`src/rtl/debug_monitor.sv`:
```
// debug_monitor: host-side controller for the core's debug port.
//   - 2-FF synchronizer plus debouncer on the step button; each accepted press
//     produces one STEP_HIGH-high / STEP_HIGH-low pulse on debug_step.
//   - On request, scans registers 0..31 and then the PC through debug_addr.
//     Each sampled word goes out over an 8N1 UART as 8 uppercase hex digits,
//     followed by a space, or by CR LF after the PC.
// Optional feature: define DEBUG_AUTODUMP_EN to run a full dump after every step.

// UART transmitter, 8N1, LSB first, CLK_DIV clk cycles per bit.
// ready is low from the load cycle until the stop bit has fully elapsed.
module debug_monitor_uart_tx #(
  parameter int CLK_DIV = 868
) (
  input  logic       clk,
  input  logic       rst,
  input  logic       load,
  input  logic [7:0] data,
  output logic       ready,
  output logic       tx
);

  localparam int BW = (CLK_DIV > 2) ? $clog2(CLK_DIV) : 1;

  logic [BW-1:0] baud_cnt;
  logic [3:0]    bit_cnt;   // 0 = start bit, 1..8 = data bits, 9 = stop bit
  logic [8:0]    shreg;     // remaining data bits with the stop bit on top
  logic          active;

  assign ready = ~active;

  // Frame sequencer: start bit on load, then shift out one bit per CLK_DIV cycles.
  // NOTE: state registers use non-blocking assignments so every flop samples
  // values from before the edge, regardless of statement order.
  always_ff @(posedge clk or posedge rst) begin
    if (rst) begin
      tx       <= 1'b1;
      active   <= 1'b0;
      baud_cnt <= '0;
      bit_cnt  <= '0;
      shreg    <= '1;
    end else if (!active) begin
      if (load) begin
        tx       <= 1'b0;
        active   <= 1'b1;
        baud_cnt <= '0;
        bit_cnt  <= '0;
        shreg    <= {1'b1, data};
      end
    end else if (baud_cnt == BW'(CLK_DIV - 1)) begin
      baud_cnt <= '0;
      if (bit_cnt == 4'd9) begin
        active <= 1'b0;               // stop bit done, line already high
      end else begin
        tx      <= shreg[0];
        shreg   <= {1'b1, shreg[8:1]};
        bit_cnt <= bit_cnt + 4'd1;
      end
    end else begin
      baud_cnt <= baud_cnt + BW'(1);
    end
  end

endmodule

module debug_monitor #(
  parameter int CLK_DIV    = 868,
  parameter int DEB_CYCLES = 100000,
  parameter int STEP_HIGH  = 4,
  parameter int SETTLE     = 2
) (
  input  logic        clk,
  input  logic        rst,
  input  logic        step_btn,
  input  logic        dump_req,
  input  logic [31:0] debug_data,
  output logic        debug_en,
  output logic        debug_step,
  output logic [6:0]  debug_addr,
  output logic        tx,
  output logic        busy
);

  typedef enum logic [2:0] {
    S_IDLE,
    S_STEP_HI,
    S_STEP_LO,
    S_ADDR,
    S_SETTLE,
    S_SEND,
    S_NEXT
  } state_t;

  localparam int DEB_W    = (DEB_CYCLES > 1) ? $clog2(DEB_CYCLES + 1) : 1;
  localparam int WAIT_MAX = (STEP_HIGH > SETTLE) ? STEP_HIGH : SETTLE;
  localparam int WAIT_W   = (WAIT_MAX > 1) ? $clog2(WAIT_MAX + 1) : 1;
  localparam logic [5:0] PC_INDEX = 6'd32;

  // Button path
  logic             btn_meta;
  logic             btn_sync;
  logic             deb_level;
  logic [DEB_W-1:0] deb_cnt;
  logic             deb_accept;
  logic             step_rise;

  // Sequencer
  state_t            state;
  logic              step_pend;
  logic              dump_pend;
  logic [5:0]        idx;        // 0..31 registers, 32 = PC
  logic [3:0]        ch;         // character position within the current word
  logic [WAIT_W-1:0] wait_cnt;
  logic [31:0]       word_r;
  logic              idx_is_pc;
  logic              last_char;

  // UART handshake and character selection
  logic       tx_ready;
  logic       tx_load;
  logic [7:0] tx_char;
  logic [3:0] nibble;
  logic [4:0] nib_lsb;

  assign idx_is_pc = (idx == PC_INDEX);
  assign last_char = idx_is_pc ? (ch == 4'd9) : (ch == 4'd8);
  assign tx_load   = (state == S_SEND) && tx_ready;

  // Debug mode is entered on the first edge out of reset and never left.
  always_ff @(posedge clk or posedge rst) begin
    if (rst) debug_en <= 1'b0;
    else     debug_en <= 1'b1;
  end

  // Two-flop synchronizer for the raw button.
  always_ff @(posedge clk or posedge rst) begin
    if (rst) begin
      btn_meta <= 1'b0;
      btn_sync <= 1'b0;
    end else begin
      btn_meta <= step_btn;
      btn_sync <= btn_meta;
    end
  end

  // A new level is accepted after DEB_CYCLES consecutive samples that differ
  // from the current one; any agreeing sample restarts the count.
  assign deb_accept = (btn_sync != deb_level) && (int'(deb_cnt) >= DEB_CYCLES - 1);
  assign step_rise  = deb_accept && btn_sync;

  // Debouncer state.
  always_ff @(posedge clk or posedge rst) begin
    if (rst) begin
      deb_level <= 1'b0;
      deb_cnt   <= '0;
    end else if (btn_sync == deb_level) begin
      deb_cnt <= '0;
    end else if (deb_accept) begin
      deb_level <= btn_sync;
      deb_cnt   <= '0;
    end else begin
      deb_cnt <= deb_cnt + DEB_W'(1);
    end
  end

  // Character to send: 8 hex digits MSB first, then the word terminator.
  always_comb begin
    // NOTE: every signal driven here gets a default first, so no path can
    // leave one unassigned and infer a latch.
    nib_lsb = 5'd28 - {ch[2:0], 2'b00};
    nibble  = word_r[nib_lsb +: 4];
    tx_char = 8'h20;
    if (ch < 4'd8) begin
      tx_char = (nibble < 4'd10) ? (8'h30 + {4'h0, nibble})
                                 : (8'h37 + {4'h0, nibble});
    end else if (ch == 4'd8) begin
      tx_char = idx_is_pc ? 8'h0D : 8'h20;
    end else begin
      tx_char = 8'h0A;
    end
  end

  // Main sequencer: step pulses, address scan, word capture and character
  // issue. Pending-flag sets are placed after the case so a request arriving
  // in the same cycle as a clear is not lost.
  always_ff @(posedge clk or posedge rst) begin
    if (rst) begin
      state      <= S_IDLE;
      debug_step <= 1'b0;
      debug_addr <= '0;
      busy       <= 1'b0;
      step_pend  <= 1'b0;
      dump_pend  <= 1'b0;
      idx        <= '0;
      ch         <= '0;
      wait_cnt   <= '0;
      word_r     <= '0;
    end else begin
      case (state)
        S_IDLE: begin
          // Steps take priority so a dump always reflects the latest state.
          if (step_pend) begin
            state      <= S_STEP_HI;
            debug_step <= 1'b1;
            busy       <= 1'b1;
            wait_cnt   <= '0;
          end else if (dump_pend) begin
            state <= S_ADDR;
            busy  <= 1'b1;
          end
        end

        S_STEP_HI: begin
          if (int'(wait_cnt) >= STEP_HIGH - 1) begin
            state      <= S_STEP_LO;
            debug_step <= 1'b0;
            wait_cnt   <= '0;
          end else begin
            wait_cnt <= wait_cnt + WAIT_W'(1);
          end
        end

        S_STEP_LO: begin
          if (int'(wait_cnt) >= STEP_HIGH - 1) begin
            state     <= S_IDLE;
            busy      <= 1'b0;
            step_pend <= 1'b0;
`ifdef DEBUG_AUTODUMP_EN
            dump_pend <= 1'b1;
`else
            dump_pend <= dump_pend;
`endif
          end else begin
            wait_cnt <= wait_cnt + WAIT_W'(1);
          end
        end

        S_ADDR: begin
          debug_addr <= idx_is_pc ? 7'h40 : {2'b00, idx[4:0]};
          wait_cnt   <= '0;
          state      <= S_SETTLE;
        end

        S_SETTLE: begin
          // debug_addr has been stable for SETTLE cycles when the word is taken.
          if (int'(wait_cnt) >= SETTLE - 1) begin
            word_r <= debug_data;
            ch     <= '0;
            state  <= S_SEND;
          end else begin
            wait_cnt <= wait_cnt + WAIT_W'(1);
          end
        end

        S_SEND: begin
          // tx_load fires this cycle whenever the UART is ready.
          if (tx_ready) begin
            if (last_char) state <= S_NEXT;
            else           ch    <= ch + 4'd1;
          end
        end

        S_NEXT: begin
          if (idx_is_pc) begin
            dump_pend <= 1'b0;
            idx       <= '0;
            state     <= S_IDLE;
            busy      <= 1'b0;
          end else begin
            idx   <= idx + 6'd1;
            state <= S_ADDR;
          end
        end

        default: begin
          state      <= S_IDLE;
          debug_step <= 1'b0;
          busy       <= 1'b0;
        end
      endcase

      if (step_rise) step_pend <= 1'b1;
      if (dump_req)  dump_pend <= 1'b1;
    end
  end

  debug_monitor_uart_tx #(
    .CLK_DIV (CLK_DIV)
  ) u_uart_tx (
    .clk   (clk),
    .rst   (rst),
    .load  (tx_load),
    .data  (tx_char),
    .ready (tx_ready),
    .tx    (tx)
  );

endmodule
```
`config.mk`:
```
export PLATFORM = sky130hd
export DESIGN_NAME = debug_monitor
export DESIGN_NICKNAME = d
export VERILOG_FILES = /design/src/rtl/debug_monitor.sv
export SDC_FILE = /design/constraint.sdc
export NUM_CORES = 1
export LEC_CHECK = 0
export CAP_MARGIN = 20
export CORE_MARGIN = 2
export CORE_UTILIZATION = 40
export DETAILED_ROUTE_END_ITERATION = 8
export DONT_BUFFER_PORTS = 1
export PLACE_DENSITY = 0.5
export SYNTH_ARGS = -nofsm -noshare
export SYNTH_HDL_FRONTEND = slang
export SYNTH_SLANG_ARGS = --single-unit
export TNS_END_PERCENT = 10
```
`constraint.sdc`:
```
create_clock -name clk -period 3.5 [get_ports clk]
set_input_delay 0.525 -clock clk [delete_from_list [all_inputs] [get_ports clk]]
set_output_delay 0.525 -clock clk [all_outputs]
set_load 0.01 [all_outputs]
```
# Word level (Yosys, flattened, before mapping)
# Cells that the tools add are included.
[totals]
ff_bits = 105
in_bits = 36
elab_cells = 145
[op_classes]
n_addsub = 9
order_cmp = 5
eq_ne = 26
shift = 1
muxes = 57
n_bitwise = 4
reduce_logical = 23
[ops]
columns = ["cell", "count"]
rows = [
  ["9-bit 2-to-1 mux", 4],
  ["17-bit 2-to-1 mux", 2],
  ["3-bit 2-to-1 mux", 11],
  ["32-bit by 6-bit indexed part select with 4-bit output", 1],
  ["10-bit 2-to-1 mux", 3],
  ["4-bit 2-to-1 mux", 7],
  ["2-bit != test, second input constant", 12],
  ["7-bit 2-to-1 mux", 3],
  ["3-bit one-hot mux with 7 select lines", 1],
  ["1-bit 2-to-1 mux", 18],
  ["6-bit 2-to-1 mux", 3],
  ["17-bit by 1-bit adder with 17-bit output, second input constant", 1],
  ["17-bit greater-or-equal comparator, second input constant", 1],
  ["3-bit one-hot mux with 5 select lines", 1],
  ["6-bit by 4-bit adder with 7-bit output, first input constant", 2],
  ["4-bit equality test, second input constant", 3],
  ["4-bit AND reduction", 3],
  ["2-bit nonzero test", 6],
  ["10-bit by 1-bit adder with 10-bit output, second input constant", 1],
  ["10-bit equality test, second input constant", 1],
  ["3-bit equality test, second input constant", 3],
  ["4-bit by 1-bit adder with 4-bit output, second input constant", 2],
  ["4-bit < comparator, second input constant", 2],
  ["4-bit one-hot mux with 2 select lines", 1],
  ["other kinds (23)", 33],
]

# Logic depth before layout (Yosys ltp)
# Gate-level depths: netlist of run 1.
[logic_depth]
depth_word = 7
ltp_mapped = 8
mapped_depth_nobuf = 7

# Modules after synthesis
# Synthesis of run 1 repeated with hierarchy kept, for this count alone.
[unflattened]
cells_unflattened = 465
hier_area_um2 = 5258.8
[by_module_without_submodules]
columns = ["module", "instances", "cells_per_inst", "area_per_inst_um2", "seq_area_each_um2"]
rows = [
  ["debug_monitor", 1, 349, 3990.1, 1976.9],
  ["debug_monitor_uart_tx", 1, 116, 1268.7, 611.8],
]

# Least setup slack after synthesis of run 1
# No wires, ideal clock.
[synth_path]
kind = "register to register"
start = "register ch[0]"
end = "register u_uart_tx.shreg[2]"
arrival_ns = 2.587
required_ns = 3.422
slack_ns = 0.835
path_stages_with_launch = 8
period_less_slack_ns = 2.665
path_cell_list = "dfrtp_1 mux4_1 mux2i_1 ha_1 inv_1 or4b_1 a221o_1 a41oi_2"
[synth_via]
elab_chain_len = 7
elab_cells_between_ends = 12
classes_between = "add/sub (3); order compare (2); eq/ne (1); shift (1); mux (5)"
[synth_lines]
columns = ["item", "line", "rtl"]
rows = [
  ["start: declaration", "111", "logic [3:0] ch;"],
  ["start signal: assignment", "258", "else ch <= ch + 4'd1;"],
  ["5-bit subtractor", "169", "nib_lsb = 5'd28 - {ch[2:0], 2'b00};"],
  ["32-bit by 6-bit indexed part select with 4-bit output", "170", "nibble = word_r[nib_lsb +: 4];"],
  ["6-bit by 4-bit adder with 7-bit output, or another cell as far along", "174", ": (8'h37 + {4'h0, nibble});"],
  ["7-bit 2-to-1 mux", "173", "tx_char = (nibble < 4'd10) ? (8'h30 + {4'h0, nibble})"],
  ["7-bit 2-to-1 mux (*)", "172", "if (ch < 4'd8) begin"],
  ["9-bit 2-to-1 mux (*)", "42", "if (load) begin"],
  ["9-bit 2-to-1 mux (*)", "41", "end else if (!active) begin"],
  ["end signal: assignment", "47", "shreg <= {1'b1, data};"],
  ["end signal: assignment", "55", "shreg <= {1'b1, shreg[8:1]};"],
  ["end: declaration", "26", "logic [8:0] shreg;"],
]
# Mark *: on every way between the ends. The rest lies on a longest branch, timed or not. The select of a mux whose other input is x is not followed.
# A chain may end at the register's enable or synchronous reset.

# Final worst setup path of run 1
# Same ends and word-level chain as after synthesis.

==> PnR_summary.wiki, run 1 <==
{| class="wikitable"
! Metric !! Value
|-
| Status || completed
|-
| Req. time, crit path || 3.78 ns
|-
| Drt wl/cell || between 15 and 20 um
|-
| Total Wirelength || between 10000 and 15000 um
|-
| Compound-Gate Fraction of Synth Area || between 10% and 20%
|-
| Startpoint Class || register
|-
| CTS sink cnt || 103
|-
| Worst clock skew || 0.006699 ns
|-
| Boundary Pins || 47
|-
| Post-detailed-route DRC marker count || 0
|-
| Library cell used as clock root buffer || sky130_fd_sc_hd__clkbuf_16
|-
| Path type of the worst setup path || reg2reg
|-
| Cts bufs inserted || 9
|-
| Layout Cell Area excl Fill || ~5700 sq um
|-
| Slew at the pin closest to its max-slew limit || about 0.75 ns
|-
| Post-synth EDFFs || 0
|-
| Latest clock arrival within the worst-skew pair || 0.35 ns
|-
| Nets || around 540
|-
| Post-synthesis cell type count || 63
|-
| GR Util All Layers || 15.99%
|-
| Relative max-transition margin || about half
|-
| Gate count of the mapped netlist || approximately 490
|-
| Syn-to-layout area delta || 9.604%
|-
| Area of the multi-input gates || about 2500 sq um
|-
| Dominant combinational cell family by area after synthesis || simple AND/OR/NAND/NOR gates
|-
| Category of cells accounting for the largest share of critical-path delay || multiplexers
|-
| Critical-path cell list || buf_4 > mux4_1 > mux2i_1 > ha_1 > inv_1 > or4b_1 > a221o_1 > a41oi_2
|-
| Worst Hold Class || in2async
|-
| Initial Utilization || between 40% and 50%
|-
| Vias in the first global route || around 3600
|-
| Unrepaired setup endpoints after global routing || no
|-
| Maximum vdd ir drop || roughly 0.00037 V
|-
| Buffers & Inverters on Critical Path || 2
|-
| Total power per unit cell area || between 400 and 500 nW/um^2
|-
| Total congestion overflow || 0
|-
| CP max FO || 12
|-
| Number of maximum-capacitance violations || 0
|-
| Flop and latch count out of synthesis || approximately 100
|-
| Max Clk Rate || roughly 0.32 GHz
|-
| Die height || 118.4 um
|-
| DP Wirelength || 7258 um
|-
| CTS tree || done
|-
| Vias after detailed routing || 3606
|-
| Fraction of layout cells with a size suffix above 1 || between 10 and 15%
|-
| Max-slew violation count || 0
|-
| Post-synthesis xor/xnor area fraction || ~3.2%
|-
| Number of post-CTS setup repair buffers || 0
|-
| Critical path's largest stage delay || 0.63 ns
|-
| First-pass GRT wire length || 18130 um
|-
| Die Span X || roughly 120 um
|-
| Average footprint of a synthesized cell || approximately 11 sq um
|-
| Synthesized area || about 5200 sq um
|-
| Register cell area after layout || around 2600 sq um
|-
| Clock-pin slew on the worst setup and hold paths || ~0.070 ns
|-
| Number of levels in the clock H-tree || 3
|-
| Number of antenna violations at the first check in global routing || 2
|-
| Maximum number of buffers from clock root to sink || 2
|-
| Total of endpoints with negative setup slack in the final report || 0
|-
| Multiplexer share of the synthesized area || about an eighth
|-
| Final worst path period need || about 3.1 ns
|-
| Post-synthesis net count || 533
|-
| Placer Congestion || around 0.77
|-
| Post_cts resized || 0
|-
| Drt pass-1 iters || 4
|-
| Number of warnings issued by yosys || 0
|-
| Portion of the post-synthesis area used by sequential elements || between 40% and 50%
|-
| Fin crit share || between 80% and 90%
|-
| Final number of hold-violating endpoints || 0
|-
| Primary FF master, synth || sky130_fd_sc_hd__dfrtp_1
|-
| Number of hold buffers added after CTS || 0
|-
| Die outline area || ~14000 sq um
|-
| # port buffers || 0
|-
| Post-detailed-route count of antenna-violating nets || 0
|-
| Simple logic cell fraction of the synthesized area || about 16%
|-
| Standard cell with the maximum stage delay on the critical path || sky130_fd_sc_hd__dfrtp_1
|-
| Placement Rows || 41
|-
| Arr. time, crit path || roughly 3.4 ns
|-
| Fillcell total || between 1000 and 1500
|-
| Initial drt markers || approximately 230
|-
| Async SR Flop Fraction || 100.0%
|-
| Post-route setup TNS || 0 ns
|-
| Placement Cell Area || between 5000 and 6000 sq um
|-
| Pin count of the biggest net entering global routing || 53
|-
| Routed via count divided by cell count || around 5.4
|-
| Core Box Area || about 13000 sq um
|-
| Capturing element type of the critical path || register
|-
| Static Leak || 0.002348 uW
|-
| Share of synthesized cell area in full adder, half adder and majority cells || 2.867%
|}
cell families after synthesis:
logic type / Yosys count
and+or+nand+nor: 167
muxes: 51
other: 2
buffers and inverters: 34
adders and majority gates: 12
AOI/OAI and AO/OA: 97
DFF: 103
xor gates and xnor gates: 19
final timing paths:
kind,slack (ns),from,cells after the start,to
worst max-delay path,0.42,ch[0],8,u_uart_tx.shreg[2]
worst min-delay path,0.14,rst,1,btn_meta
worst max register to register,0.42,ch[0],8,u_uart_tx.shreg[2]
worst min register to register,0.35,btn_meta,0,btn_sync
max in group asynchronous,2.51,rst,2,u_uart_tx.shreg[7]
min in group clk,0.19,step_btn,0,btn_meta
cells in the final DEF, fill, tap and decap left out, drive strengths merged, types with 6 or more instances in the layout:
cell type  instances
dfrtp             94
nand2             41
nor2              41
mux2              36
o21ai             35
nand3             19
inv               18
a21oi             16
nor3              15
ha                12
xnor2             10
nand2b            10
buf               10
clkbuf            10
xor2               9
dfstp              9
nand4              8
and3               8
mux4               8
mux2i              7
o211ai             6
o31ai              6
where the power goes:
group	total (uW)	internal (uW)	switching, uW	leakage, uW
logic	81.0	33.7	47.3	0.000935
registers	1240	1220	18.0	0.00127
clock network	989	513	477	0.000141
total	2310	1770	542	0.00235
routing by layer:
metal	routed length, um	vias to the layer above	global-route usage, %
met5	16	-	0
met4	146	2	4.688
met3	558	15	6.805
met2	4597	53	23.81
met1	5130	1770	21.24
li1	-	1766	-
Yosys cell counts, types with 2 or more instances:
cell type,instances,area [sq um]
sky130_fd_sc_hd__o221ai_1,2,17.52
sky130_fd_sc_hd__buf_2,2,10.01
sky130_fd_sc_hd__mux4_2,3,67.56
sky130_fd_sc_hd__or4_1,4,30.03
sky130_fd_sc_hd__mux2i_1,6,60.06
sky130_fd_sc_hd__nor4_1,2,12.51
sky130_fd_sc_hd__clkbuf_1,13,48.80
sky130_fd_sc_hd__o211ai_1,6,45.04
sky130_fd_sc_hd__o21a_1,3,22.52
sky130_fd_sc_hd__or4b_1,3,30.03
sky130_fd_sc_hd__nor2b_1,3,18.77
sky130_fd_sc_hd__mux4_1,5,131.4
sky130_fd_sc_hd__xnor2_1,10,87.58
sky130_fd_sc_hd__nand3b_1,4,30.03
sky130_fd_sc_hd__and3b_1,2,17.52
sky130_fd_sc_hd__ha_1,12,150.1
sky130_fd_sc_hd__nor3_1,15,75.07
sky130_fd_sc_hd__a32o_1,2,20.02
sky130_fd_sc_hd__o21ba_2,2,20.02
sky130_fd_sc_hd__a21o_1,2,15.01
sky130_fd_sc_hd__nand2_1,41,153.9
sky130_fd_sc_hd__inv_1,14,52.55
sky130_fd_sc_hd__o22a_1,3,26.28
sky130_fd_sc_hd__a21oi_1,16,80.08
sky130_fd_sc_hd__mux2_1,35,394.1
sky130_fd_sc_hd__a211oi_1,3,22.52
sky130_fd_sc_hd__nand4_1,8,50.05
sky130_fd_sc_hd__and3_1,8,50.05
sky130_fd_sc_hd__o2bb2ai_1,3,26.28
sky130_fd_sc_hd__nand2b_1,10,62.56
sky130_fd_sc_hd__a22o_1,2,17.52
sky130_fd_sc_hd__nand3_1,19,95.09
sky130_fd_sc_hd__o21ai_1,28,140.1
sky130_fd_sc_hd__xor2_1,9,78.83
sky130_fd_sc_hd__nor2_1,41,153.9
sky130_fd_sc_hd__dfstp_2,9,236.5
sky130_fd_sc_hd__o31ai_1,6,45.04
sky130_fd_sc_hd__conb_1,2,7.510
sky130_fd_sc_hd__o21ai_0,7,35.03
sky130_fd_sc_hd__dfrtp_1,94,2352
sky130_fd_sc_hd__a31oi_1,4,25.02
state kept, by name, summed over array words and instances (netlist names):
register and cells:
u_uart_tx.active 1, deb_cnt 17, u_uart_tx.tx 1, idx 6, dump_pend 1, btn_meta 1, u_uart_tx.baud_cnt 10, ch 4
word_r 32, deb_level 1, state 3, debug_step 1, u_uart_tx.bit_cnt 4, debug_addr 6, u_uart_tx.shreg 8, busy 1
btn_sync 1, step_pend 1, wait_cnt 3, debug_en 1
worst reg2reg max path, cell delays in order, from the launching register on:
cell and delay, ns:
sky130_fd_sc_hd__dfrtp_1 0.63, sky130_fd_sc_hd__buf_4 0.23, sky130_fd_sc_hd__mux4_1 0.56, sky130_fd_sc_hd__mux2i_1 0.28
sky130_fd_sc_hd__ha_1 0.24, sky130_fd_sc_hd__inv_1 0.06, sky130_fd_sc_hd__or4b_1 0.51, sky130_fd_sc_hd__a221o_1 0.32
sky130_fd_sc_hd__a41oi_2 0.19
stage by stage:
stage	setup WS [ns]	instances	power [uW]	util [%]	hold WS, ns
2_1_floorplan	0.2861	485	1323	-	0.3312
3_3_place_gp	0.4690	648	1345	42.83	0.3388
3_5_place_dp	0.4030	648	1347	42.83	0.3386
4_1_cts	0.3799	664	2347	45.10	0.1520
5_1_grt	0.2013	665	2414	45.12	0.1672
6_report	0.4154	665	2311	45.12	0.1440
layout make-up:
cell class	instances	share of cell area, %
flip-flops and latches	103	45.10
multi-input cells	348	43.74
clock buffers	10	4.163
well taps	172	3.749
repair buffers	10	1.308
inverters	15	1.024
clock inverters	6	0.8718
diodes	1	0.04359
(Power assumes the default switching activity.)
==> run 2: changes to the inputs <==
--- a/config.mk
+++ b/config.mk
@@ -8,6 +8,7 @@
 export CAP_MARGIN = 20
 export CORE_MARGIN = 2
 export CORE_UTILIZATION = 40
+export CTS_CLUSTER_DIAMETER = 100
 export DETAILED_ROUTE_END_ITERATION = 8
 export DONT_BUFFER_PORTS = 1
 export PLACE_DENSITY = 0.5
==> constraint.sdc (replaced) <==
create_clock -name clk -period 3.5 [get_ports clk]
set_input_delay 0.875 -clock clk [delete_from_list [all_inputs] [get_ports clk]]
set_output_delay 0.875 -clock clk [all_outputs]
set_load 0.01 [all_outputs]
==> run 2 against run 1 <==
Compared with the run above:
- core utilization barely moved
- sequential cell count unchanged
- clock skew hardly changed
- sequential share of layout area is essentially flat
- via count decreased by 0.64%
- global-route usage increased by 0.31 points
- highest routed layer is now met4
==> PnR_summary.wiki, run 2 (synthesis results as in run 1) <==
{| class="wikitable"
! Metric !! Value
|-
| Status || completed
|-
| Placer Congestion || 0.7820
|-
| Layout Cell Area excl Fill || about 5700 sq um
|-
| Fraction of layout cells with a size suffix above 1 || about a tenth
|-
| GR Util All Layers || approximately 16%
|-
| Core Box Area || about 13000 sq um
|-
| Sequential cell fraction of total power || 53.3%
|-
| Capturing element type of the critical path || register
|-
| Number of antenna violations at the first check in global routing || 1
|-
| Number of levels in the clock H-tree || 3
|-
| Total of endpoints with negative setup slack in the final report || 0
|-
| Vias in the first global route || about 3700
|-
| Most common cell after layout, fill and taps aside || sky130_fd_sc_hd__dfrtp_1
|-
| Arr. time, crit path || between 3 and 4 ns
|-
| End of the worst register-to-register path || u_uart_tx.shreg[2]
|-
| # port buffers || 0
|-
| Max Clk Rate || between 0.3 and 0.4 GHz
|-
| Initial drt markers || 214
|-
| Library cell used as clock root buffer || sky130_fd_sc_hd__clkbuf_16
|-
| Final worst path period need || 3.012 ns
|-
| Top flop regs || word_r x32, deb_cnt x17, u_uart_tx.baud_cnt x10
|-
| Buffers & Inverters on Critical Path || 2
|-
| Initial Utilization || about two fifths
|-
| CTS tree || done
|-
| Internal Power || about 1800 uW
|-
| Reg2reg setup slack || 0.49 ns
|-
| Placement Rows || ~40
|-
| First-pass GRT wire length || about 18000 um
|-
| Worst reg-to-reg path cell count || 8
|-
| Latest clock arrival within the worst-skew pair || ~0.36 ns
|-
| CTS sink cnt || 103
|-
| Category of cells accounting for the largest share of critical-path delay || multiplexers
|-
| Post-route setup TNS || 0 ns
|-
| Die height || between 100 and 150 um
|-
| Die Span X || around 120 um
|-
| Slew at the pin closest to its max-slew limit || slightly above 0.7 ns
|-
| Final number of hold-violating endpoints || 0
|-
| Worst setup endpoint || u_uart_tx.shreg[2]
|-
| Max-slew violation count || 0
|-
| Leading cell types in the layout, fill and taps excluded || sky130_fd_sc_hd__dfrtp_1, sky130_fd_sc_hd__nand2_1, sky130_fd_sc_hd__nor2_1
|-
| Worst clock skew || around 0.0065 ns
|-
| Drt wl/cell || approximately 16 um
|-
| Static Leak || roughly 0.0023 uW
|-
| Fin crit share || 86.06%
|-
| Syn-to-layout area delta || 9.699%
|-
| Maximum number of buffers from clock root to sink || 2
|-
| Req. time, crit path || roughly 3.8 ns
|-
| Number of maximum-capacitance violations || 0
|-
| Path type of the worst setup path || reg2reg
|-
| Relative max-transition margin || between 50% and 60%
|-
| Die outline area || between 10000 and 15000 sq um
|-
| Post_cts resized || 0
|-
| Share of power burned in the clock network || approximately 43%
|-
| Maximum vdd ir drop || just over 0.0003 V
|-
| Standard cell with the maximum stage delay on the critical path || sky130_fd_sc_hd__mux4_1
|-
| Max FFs per register || 32
|-
| Total congestion overflow || 0
|-
| Crit path from || ch[0]
|-
| Nets || about 530
|-
| Routed via count divided by cell count || ~5.4
|-
| Power spent charging and discharging nets || roughly 550 uW
|-
| Clock-pin slew on the worst setup and hold paths || around 0.070 ns
|-
| Placement Cell Area || 5443 sq um
|-
| Number of post-CTS setup repair buffers || 0
|-
| Post-detailed-route count of antenna-violating nets || 0
|-
| Boundary Pins || 47
|-
| Unrepaired setup endpoints after global routing || no
|-
| DP Wirelength || 7402 um
|-
| Register with the most flip-flops || word_r
|-
| Total Wirelength || 10430 um
|-
| Cts bufs inserted || 9
|-
| Drt pass-1 iters || 4
|-
| Reg-to-reg critical path startpoint || ch[0]
|-
| CP max FO || 9
|-
| Sw Ratio || a little under a quarter
|-
| Filler-free cell count of the finished design || between 600 and 700
|-
| Pin count of the biggest net entering global routing || 37
|-
| Vias after detailed routing || between 3000 and 4000
|-
| Total power per unit cell area || between 400 and 500 nW/um^2
|-
| Post-detailed-route DRC marker count || 0
|-
| Critical path's largest stage delay || between 0.5 and 0.6 ns
|-
| DP Cell Count || 647
|-
| Number of hold buffers added after CTS || 0
|-
| Stages on the worst setup path || 8
|-
| Startpoint Class || register
|-
| Critical-path cell list || buf_4 > mux4_1 > mux2i_1 > ha_1 > inv_1 > or4b_1 > a221o_1 > a41oi_2
|-
| Overall power consumption || roughly 2300 uW
|-
| Worst Hold Class || reg2reg
|-
| Power share of the combinational group || 3.5%
|}
-- run 2: final cells by class --
cell class	count	area [sq um]
clock inverter	6	61.31
fill	1245	6977
sequential	103	2589
timing repair buffer	9	67.56
antenna	1	2.502
clock buffer	10	239.0
multi-input combinational	348	2511
tap	172	215.2
inverter	15	60.06
-- run 2: worst min path at each step --
| stage | start | endpoint | slack [ns] | depth (start not counted) |
|---|---|---|---|---|
| 6_report | btn_meta | btn_sync | 0.38 | 0 |
| 5_1_grt | btn_meta | btn_sync | 0.37 | 0 |
| 4_1_cts | btn_meta | btn_sync | 0.37 | 0 |
| 3_5_place_dp | btn_meta | btn_sync | 0.35 | 0 |
| 3_3_place_gp | btn_meta | btn_sync | 0.36 | 0 |
| 2_1_floorplan | btn_meta | btn_sync | 0.33 | 0 |
-- run 2: worst register-to-register path: stages (launching register included) --
cell	delay, ns
sky130_fd_sc_hd__dfrtp_1	0.52
sky130_fd_sc_hd__buf_4	0.24
sky130_fd_sc_hd__mux4_1	0.55
sky130_fd_sc_hd__mux2i_1	0.30
sky130_fd_sc_hd__ha_1	0.24
sky130_fd_sc_hd__inv_1	0.06
sky130_fd_sc_hd__or4b_1	0.52
sky130_fd_sc_hd__a221o_1	0.32
sky130_fd_sc_hd__a41oi_2	0.20
-- run 2: per-layer routing --
metal	vias up	track usage, %	routed length [um]
met4	0	5.134	79
met3	4	5.695	507
met5	-	0	0
li1	1764	-	-
met2	58	25.25	4808
met1	1757	21.47	5035
-- run 2: through the flow --
step,util [%],hold slack (ns),setup slack (ns)
3_5_place_dp,42.78,0.3511,0.4947
5_1_grt,45.16,0.3748,0.3027
3_3_place_gp,42.78,0.3643,0.5417
2_1_floorplan,-,0.3312,0.8353
6_report,45.16,0.3754,0.4878
4_1_cts,45.14,0.3743,0.4829
-- run 2: power groups by stage --
stage          Clock (uW)  Combinational, uW  Sequential, uW
2_1_floorplan           0               66.6            1260
3_3_place_gp            0               83.7            1260
3_5_place_dp            0               86.0            1260
4_1_cts              1050               86.3            1240
5_1_grt              1100               96.2            1240
6_report             1010               82.0            1240
